--- src/rtl/pink_isa_pkg.sv ---
// Shared definitions for the 16-bit Pink ISA.
//
// Holds the opcode constants, the op-class membership functions (also used
// by immediate_generator users), the reserved error word and the pure
// encode_instr() function that packs {op, imm, aux} into an instruction word
// with exactly the bit placement the immediate generator decodes.
//
// No ports (package).

package pink_isa_pkg;

    localparam int INSTR_W = 16;
    localparam int OP_W    = 5;
    localparam int IMM_W   = 16;
    localparam int AUX_W   = 4;

    // Word emitted for any illegal request; its low five bits decode as op 7.
    localparam logic [INSTR_W-1:0] ERR_WORD = 16'hFFE7;

    localparam logic [OP_W-1:0] OP_ILLEGAL  = 5'd7;
    localparam logic [OP_W-1:0] OP_B_FIRST  = 5'd16;
    localparam logic [OP_W-1:0] OP_B_LAST   = 5'd19;
    localparam logic [OP_W-1:0] OP_JAL      = 5'd20;
    localparam logic [OP_W-1:0] OP_MOVESP   = 5'd25;
    localparam logic [OP_W-1:0] OP_INPUT    = 5'd26;
    localparam logic [OP_W-1:0] OP_LUI      = 5'd27;

    typedef enum logic [2:0] {
        CLS_R,
        CLS_I,
        CLS_B,
        CLS_J,
        CLS_LUI,
        CLS_MOVESP,
        CLS_ILLEGAL
    } op_class_e;

    function automatic logic is_r_op(logic [OP_W-1:0] op);
        return (op <= 5'd5) || (op == 5'd15) || (op == 5'd21) || (op == 5'd22);
    endfunction

    function automatic logic is_i_op(logic [OP_W-1:0] op);
        return (op == 5'd6) || ((op >= 5'd8) && (op <= 5'd14)) ||
               (op == 5'd23) || (op == 5'd24);
    endfunction

    function automatic logic is_b_op(logic [OP_W-1:0] op);
        return (op >= OP_B_FIRST) && (op <= OP_B_LAST);
    endfunction

    function automatic logic is_j_op(logic [OP_W-1:0] op);
        return op == OP_JAL;
    endfunction

    function automatic logic is_movesp_op(logic [OP_W-1:0] op);
        return (op == OP_MOVESP) || (op == OP_INPUT);
    endfunction

    function automatic logic is_lui_op(logic [OP_W-1:0] op);
        return op == OP_LUI;
    endfunction

    function automatic op_class_e op_class(logic [OP_W-1:0] op);
        op_class_e cls;
        cls = CLS_ILLEGAL;
        if (is_r_op(op))           cls = CLS_R;
        else if (is_i_op(op))      cls = CLS_I;
        else if (is_b_op(op))      cls = CLS_B;
        else if (is_j_op(op))      cls = CLS_J;
        else if (is_movesp_op(op)) cls = CLS_MOVESP;
        else if (is_lui_op(op))    cls = CLS_LUI;
        return cls;
    endfunction

    // True when imm[15:lsb] are all equal, i.e. the value is representable
    // as a sign-extended (lsb+1)-bit quantity.
    function automatic logic upper_uniform(logic [IMM_W-1:0] imm, int lsb);
        logic u;
        u = 1'b1;
        for (int i = 0; i < IMM_W; i++) begin
            if ((i >= lsb) && (imm[i] != imm[IMM_W-1])) begin
                u = 1'b0;
            end
        end
        return u;
    endfunction

    // Returns {err, instr}. Any illegal op or out-of-range immediate yields
    // {1'b1, ERR_WORD}.
    function automatic logic [INSTR_W:0] encode_instr(logic [OP_W-1:0]  op,
                                                      logic [IMM_W-1:0] imm,
                                                      logic [AUX_W-1:0] aux);
        logic               ok;
        logic [INSTR_W-1:0] w;
        ok = 1'b0;
        w  = ERR_WORD;
        case (op_class(op))
            CLS_R: begin
                ok = (imm[15:9] == 7'd0);
                w  = {imm[8:0], aux[1:0], op};
            end
            CLS_I: begin
                ok = upper_uniform(imm, 8);
                w  = {imm[15], imm[7:0], aux[1:0], op};
            end
            CLS_B: begin
                ok = ~imm[0] & upper_uniform(imm, 7);
                w  = {imm[7:1], aux, op};
            end
            CLS_J: begin
                ok = ~imm[0] & upper_uniform(imm, 11);
                w  = {imm[15], imm[10:1], op};
            end
            CLS_MOVESP: begin
                ok = upper_uniform(imm, 10);
                w  = {imm[15], imm[9:0], op};
            end
            CLS_LUI: begin
                ok = (imm[4:0] == 5'd0);
                w  = {imm[15:5], op};
            end
            default: begin
                ok = 1'b0;
                w  = ERR_WORD;
            end
        endcase
        if (!ok) begin
            return {1'b1, ERR_WORD};
        end
        return {1'b0, w};
    endfunction

endpackage

--- src/rtl/instr_word_buffer.sv ---
// Two-entry FIFO for encoded words ({err, instr}, 17 bits).
//
// Ports:
//   CLK, RESET_N          clock, asynchronous active-low reset
//   push_valid/push_ready write handshake; push_ready = occupancy < 2
//   push_data             word to store
//   pop_valid/pop_ready   read handshake; pop_valid = occupancy > 0
//   pop_data              head word, straight from storage registers
//
// push_ready and pop_valid come only from the registered count, so there is
// no combinational path from pop_ready to push_ready or from push to pop.

module instr_word_buffer
    import pink_isa_pkg::*;
(
    input  logic             CLK,
    input  logic             RESET_N,
    input  logic             push_valid,
    output logic             push_ready,
    input  logic [INSTR_W:0] push_data,
    output logic             pop_valid,
    input  logic             pop_ready,
    output logic [INSTR_W:0] pop_data
);

    logic [INSTR_W:0] mem [2];
    logic             wr_ptr;
    logic             rd_ptr;
    logic [1:0]       count;
    logic             do_push;
    logic             do_pop;

    assign push_ready = (count != 2'd2);
    assign pop_valid  = (count != 2'd0);
    assign do_push    = push_valid & push_ready;
    assign do_pop     = pop_valid & pop_ready;
    assign pop_data   = mem[rd_ptr];

    always_ff @(posedge CLK or negedge RESET_N) begin
        if (!RESET_N) begin
            mem[0] <= '0;
            mem[1] <= '0;
            wr_ptr <= 1'b0;
            rd_ptr <= 1'b0;
            count  <= 2'd0;
        end else begin
            if (do_push) begin
                mem[wr_ptr] <= push_data;
                wr_ptr      <= ~wr_ptr;
            end
            if (do_pop) begin
                rd_ptr <= ~rd_ptr;
            end
            case ({do_push, do_pop})
                2'b10:   count <= count + 2'd1;
                2'b01:   count <= count - 2'd1;
                default: count <= count;
            endcase
        end
    end

endmodule

--- src/rtl/instr_encoder.sv ---
// Streaming instruction encoder for the 16-bit Pink ISA.
//
// Packs {in_op, in_imm, in_aux} into a 16-bit word, range-checks the
// immediate and flags illegal words, then queues {instr, err} in a two-entry
// buffer towards instruction-memory write logic.
//
// Ports:
//   CLK, RESET_N            clock, asynchronous active-low reset
//   in_valid/in_ready       request handshake; in_ready = occupancy < 2
//   in_op, in_imm, in_aux   opcode, decoded immediate value, aux field bits
//   out_valid/out_ready     output handshake for the head word
//   out_instr, out_err      head word and its error flag
//   err_clr, err_sticky     sticky error flag and its clear (set wins)
//   word_count              accepted-request count, wraps at 16 bits
//
// Handshakes: a transfer happens on a rising edge where valid & ready are
// both high. A producer holds its payload stable while valid is high and
// ready is low; ready never depends combinationally on the other side's
// valid or ready. Outputs come only from registers.

module instr_encoder
    import pink_isa_pkg::*;
(
    input  logic               CLK,
    input  logic               RESET_N,
    input  logic               in_valid,
    output logic               in_ready,
    input  logic [OP_W-1:0]    in_op,
    input  logic [IMM_W-1:0]   in_imm,
    input  logic [AUX_W-1:0]   in_aux,
    output logic               out_valid,
    input  logic               out_ready,
    output logic [INSTR_W-1:0] out_instr,
    output logic               out_err,
    input  logic               err_clr,
    output logic               err_sticky,
    output logic [15:0]        word_count
);

    logic [INSTR_W:0] enc_word;
    logic [INSTR_W:0] head_word;
    logic             accept;

    assign enc_word = encode_instr(in_op, in_imm, in_aux);
    assign accept   = in_valid & in_ready;

    instr_word_buffer u_buf (
        .CLK        (CLK),
        .RESET_N    (RESET_N),
        .push_valid (in_valid),
        .push_ready (in_ready),
        .push_data  (enc_word),
        .pop_valid  (out_valid),
        .pop_ready  (out_ready),
        .pop_data   (head_word)
    );

    assign out_instr = head_word[INSTR_W-1:0];
    assign out_err   = head_word[INSTR_W];

    always_ff @(posedge CLK or negedge RESET_N) begin
        if (!RESET_N) begin
            word_count <= 16'd0;
            err_sticky <= 1'b0;
        end else begin
            if (accept) begin
                word_count <= word_count + 16'd1;
            end
            // A new error in the same cycle as a clear must not be lost.
            if (accept && enc_word[INSTR_W]) begin
                err_sticky <= 1'b1;
            end else if (err_clr) begin
                err_sticky <= 1'b0;
            end
        end
    end

endmodule

--- config.mk ---
export PLATFORM = sky130hd
export DESIGN_NAME = instr_encoder
export DESIGN_NICKNAME = d
export VERILOG_FILES = /design/src/rtl/pink_isa_pkg.sv /design/src/rtl/instr_word_buffer.sv /design/src/rtl/instr_encoder.sv
export SDC_FILE = /design/constraint.sdc
export NUM_CORES = 1
export LEC_CHECK = 0
export BUFFER_PORTS_ARGS = -buffer_cell sky130_fd_sc_hd__clkbuf_2
export CORE_AREA = 4 4 81 83
export DETAILED_ROUTE_END_ITERATION = 6
export DIE_AREA = 0 0 85 87
export PLACE_DENSITY = 0.8
export SLEW_MARGIN = 20
export SYNTH_ARGS = -nofsm -noshare
export SYNTH_HDL_FRONTEND = slang
export SYNTH_SLANG_ARGS = --single-unit
--- constraint.sdc ---
create_clock -name CLK -period 2 [get_ports CLK]
set_clock_uncertainty 0.1 [all_clocks]
set_input_delay 0 -clock CLK [delete_from_list [all_inputs] [get_ports CLK]]
set_output_delay 0 -clock CLK [all_outputs]
set_load 0.01 [all_outputs]
Word-level counts from Yosys, hierarchy flattened
Cells that the tools add are included.
- register bits: 55
- input port bits: 30
- output and inout port bits: 36
- logic and storage cells: 114
- add/sub/neg operators: 3
- order comparisons: 8
- eq/ne operators: 26
- mux-type cells: 44
- bitwise logic cells: 9
- reductions and logical operators: 17
- operators with widths (cell ; count):
    $pmux W16 S6 ; 1
    $mux W17 ; 5
    $eq A5 B5 Y1 const B ; 8
    $bwmux W34 ; 1
    $mux W1 ; 28
    $demux W17 S1 ; 1
    $add A16 B1 Y16 const B ; 1
    $mux W3 ; 5
    $ne A1 B1 Y1 ; 8
    $logic_not A7 Y1 ; 1
    $logic_or A1 B1 Y1 ; 7
    $eq A3 B2 Y1 const B ; 2
    $eq A3 B3 Y1 const B ; 2
    $pmux W1 S6 ; 1
    $reduce_bool A2 Y1 ; 3
    $eq A5 B3 Y1 const B ; 1
    $eq A5 B4 Y1 const B ; 1
    $ge A5 B4 Y1 const B ; 1
    $ge A5 B5 Y1 const B ; 1
    $le A5 B3 Y1 const B ; 1
    $le A5 B4 Y1 const B ; 1
    $le A5 B5 Y1 const B ; 1
    $logic_not A5 Y1 ; 1
    $and A1 B1 Y1 ; 4
    other kinds (14) ; 21

Logic depth before layout (Yosys ltp)
- depth after elaboration: 15
- gate-level depth with buffers: 8
- mapped depth without buffers: 7

By module
From an unflattened synthesis, not the netlist that was laid out.
- cells, all modules: 300
- area total of the unflattened synthesis: 3352.0 um2
- by module, submodules not included (module ; times used ; cells each ; area each (um2) ; sequential area each (um2)):
    instr_word_buffer ; 1 ; 108 ; 1783.0 ; 950.9
    instr_encoder ; 1 ; 192 ; 1569.0 ; 425.4

Least setup slack after synthesis
Ideal clock, no wire load.
- path type: register -> register
- from: register u_buf.count[0]
- to: register word_count[12]
- setup time: 0.126 ns
- arrival time: 1.566 ns
- required time: 1.774 ns
- path slack: 0.208 ns
- stages on the path, launching flop included: 9
- path buffers: 1
- clock period less this slack: 1.792 ns
- cell sequence: dfrtp_1 nand2b_1 and2_1 buf_4 inv_2 or2_1 nor2_1 nand3_1 xnor2_1
- longest elaborated chain between the ends: 2
- RTL lines (element ; RTL line ; source):
    start: declaration ; instr_word_buffer.sv:29 ; logic [1:0] count;
    start signal: assignment ; instr_word_buffer.sv:55 ; 2'b10: count <= count + 2'd1;
    start signal: assignment ; instr_word_buffer.sv:56 ; 2'b01: count <= count - 2'd1;
    start signal: assignment ; instr_word_buffer.sv:57 ; default: count <= count;
    $ne A2 B2 Y1 ; instr_word_buffer.sv:33 ; assign push_ready = (count != 2'd2);
    via in_ready ; instr_encoder.sv:27 ; output logic in_ready,
    $and A1 B1 Y1 ; instr_encoder.sv:45 ; assign accept = in_valid & in_ready;
    end signal: assignment ; instr_encoder.sv:67 ; word_count <= word_count + 16'd1;
    end: declaration ; instr_encoder.sv:37 ; output logic [15:0] word_count
The timed path passes the listed nets, and every way through them passes these cells.
A chain may end at the register's enable or synchronous reset.

Worst setup path in the final report
- from: register u_buf.count[0]
- to: register word_count[12]
- longest elaborated chain between the ends: 2
- RTL lines (element ; RTL line):
    $ne A2 B2 Y1 ; instr_word_buffer.sv:33
    $and A1 B1 Y1 ; instr_encoder.sv:45
No other way between the ends.

==> out/results.ini <==
[synth]
yosysMostFrequentCell = dfrtp_1
ys_warn_count = 0
synth_edf_count = 0
netlist_top_cells_area = dfrtp_1 (44%), mux2_2 (6.4%), nor2_1 (5.1%), xnor2_1 (4.5%), a31oi_1 (4.2%)
synth_area_um2 = 3147
yosysTopAreaCell = dfrtp_1
ys_ff_latch = 55
syn_inst = 318
avgSynthCellArea_um2 = 9.895
netlist_top_cells_count = dfrtp_1 (55), nor2_1 (43), nand2_1 (24)
synth_cell_types = 59
synthArstFlopShare_pct = 100.0
synth_ff_type = dfrtp_1
synth_top_cell_area_share_pct = 43.74
synth_nets = 350
seq_area_frac_synth_pct = 43.74

[drt]
viasPerCell = 5.800
via_count = 2645
wl_per_cell_um = 15.41
drt_iter0_drc = 152
ant_nets = 0
wirelength_mm = 7.025
drc_errors = 0
firstDrtPassIters = 5

[timing]
grt_setup_unrepaired = false
period_share_pct = 92.60
finalSetupViolCount = 0
tightest_slew_ps = 659.1
period_minus_slack_ps = 1852
relSlewSlack_pct = 56.06
finalHoldViolations = 0
tns_ps = 0
slew_violations = 0
fmax_mhz = 540.0

[global_routing]
grt_util_all_layers_pct = 19.79
grt_max_degree = 56
grt_first_pass_wirelength_mm = 12.03
gr-total-overflow = 0
grt_pass1_vias = 2579
antenna_found_initial = 0

[clocking]
cts.sinks = 55
insertion_delay_ps = 300
cts_setup_buffers = 0
path_clk_slew_ps = 90
cts_buffers = 5
root_buffer = clkbuf_8
h-tree-depth = 2
cts_tree = done
clock_tree.buffer_depth = 2

[power_and_ir_drop]
combPwrFrac_pct = 35.1
clockPowerShare_pct = 19.2
pwr-share-seq_pct = 45.7
power_mw = 3.035
netSwitchingFraction_pct = 35.61
power.leakage_nw = 1.509
ir_worst_vdd_v = 0.0006712
power.density_nw_per_um2 = 832.0
internal_power_mw = 1.954
p_switching_mw = 1.081

[setup_path]
required_ps = 2080
path_class = reg -> reg
rr_worst_depth = 7
critPathMaxStageDelay_ps = 410
arrival_ps = 1930
cp-end-kind = flip-flop
r2r_setup_slack_ps = 150
crit_chain = nand2b_1 -> and2_2 -> inv_2 -> or2_1 -> nor2_1 -> nand3_1 -> xnor2_1
startpoint_type = flip-flop
crit_path_max_fanout = 8
critical-path-slowest-cell = dfrtp_1

[final_layout]
nets = 412
drive_gt1_share_pct = 30.97
finalInstanceArea_um2 = 3647
diodes = 0
final_util_pct = 62.34
area_growth_pct = 15.90

[placement]
portBuffers = 65
placed_area_um2 = 3515
gp_congestion = 0.9322
dp_hpwl_mm = 5.303

[die]
core_um2 = 5851
row_count = 28
ios = 66
dieArea_um2 = 7395
start_util_pct = 53.79
fp.dieW_um = 85
fp.dieH_um = 87

[job]
max_cap_viol_count = 0

[status]
status = finished, final reports clean

[worst_hold_path]
hp-class = in -> reg
min_path_cells = 3

## power by group through the flow
stage	Sequential [mW]	Combinational [mW]	Clock (mW)
after global placement	1.39	1.04	0
after global routing	1.41	1.18	0.653
after CTS	1.39	1.08	0.594
after floorplan	1.41	0.682	0
after detailed placement	1.41	1.07	0
final	1.39	1.06	0.583
## metal layers
metal  vias to the layer above  track usage (%)  part of all wire [%]
li1                       1286                -                     -
met1                      1271            26.69                    45
met2                        80            33.12                    49
met3                         8            3.217                   5.3
met4                         0            5.612                   1.4
met5                         -                0                     0
## layout by cell type (no fill, tap or decap), types with 4 or more instances in the layout
master,n
inv_1,4
o21ai_0,7
a22o_1,6
nor2_1,43
xor2_1,5
a22oi_1,7
and3_1,7
xnor2_1,16
clkbuf_2,65
a31oi_2,5
a32oi_1,4
a221oi_1,5
nand2_1,24
buf_4,4
a31oi_1,21
nand3_1,9
a21oi_1,8
clkbuf_8,5
mux2_2,18
dlygate4sd3_1,5
dfrtp_1,55
## kinds of logic (layout without fill, tap and decap cells)
family                   Yosys count  count (layout)  share of synthesized area [%]
AND/OR/NAND/NOR                  113             113                          17.89
AO/OA/AOI/OAI                     81              81                          20.08
buffers and inverters             28              91                          5.208
adder cells (fa/ha/maj)            2               2                         0.7951
flip-flops                        55              55                          43.74
multiplexers                      18              18                          6.441
XOR/XNOR                          21              21                          5.845
## worst max-delay path, delay by kind of cell, from the launching register on
kind,cells,cell delay (ps)
xor gates and xnor gates,1,140
DFF,1,410
buffers and inverters,1,100
and+or+nand+nor,5,970
## stage by stage
| step | worst slack [ps] | instances | hold WS, ps |
|---|---|---|---|
| CTS | 44.93 | 456 | 3.719 |
| global route | 19.68 | 456 | 23.94 |
| detailed placement | 62.28 | 443 | 62.55 |
| global placement | 179.0 | 443 | 59.19 |
| finish | 148.1 | 456 | 14.49 |
| floorplan | 207.8 | 318 | -395.6 |
## cell type report
type	instances	area, um2
clock inverter	1	5.005
tap	75	93.84
clock buffer	7	76.32
sequential	55	1376
inverter	6	22.52
multi-input combinational	235	1608
timing repair buffer	77	465.4
fill	499	2203
## final timing paths
check                               start              to
max                        u_buf.count[0]  word_count[12]
min                             in_imm[5]   u_buf.mem[12]
max reg2reg                u_buf.count[0]  word_count[12]
min reg2reg                 u_buf.mem[33]   u_buf.mem[33]
max in group asynchronous         RESET_N   u_buf.mem[10]
min in group asynchronous         RESET_N   word_count[0]
## state kept, by name (all words and copies together) (netlist names)
| register | flops |
|---|---|
| err_sticky | 1 |
| u_buf.count | 2 |
| u_buf.mem | 34 |
| u_buf.rd_ptr | 1 |
| u_buf.wr_ptr | 1 |
| word_count | 16 |
## timing repair
| item | in CTS | in global routing |
|---|---|---|
| gates resized for setup | 0 | 1 |
| endpoints found under the setup margin | 0 | 10 |
| hold buffers | 5 | 0 |
| hold endpoints to repair | 61 | 0 |
Power figures use the tool's default switching activity.
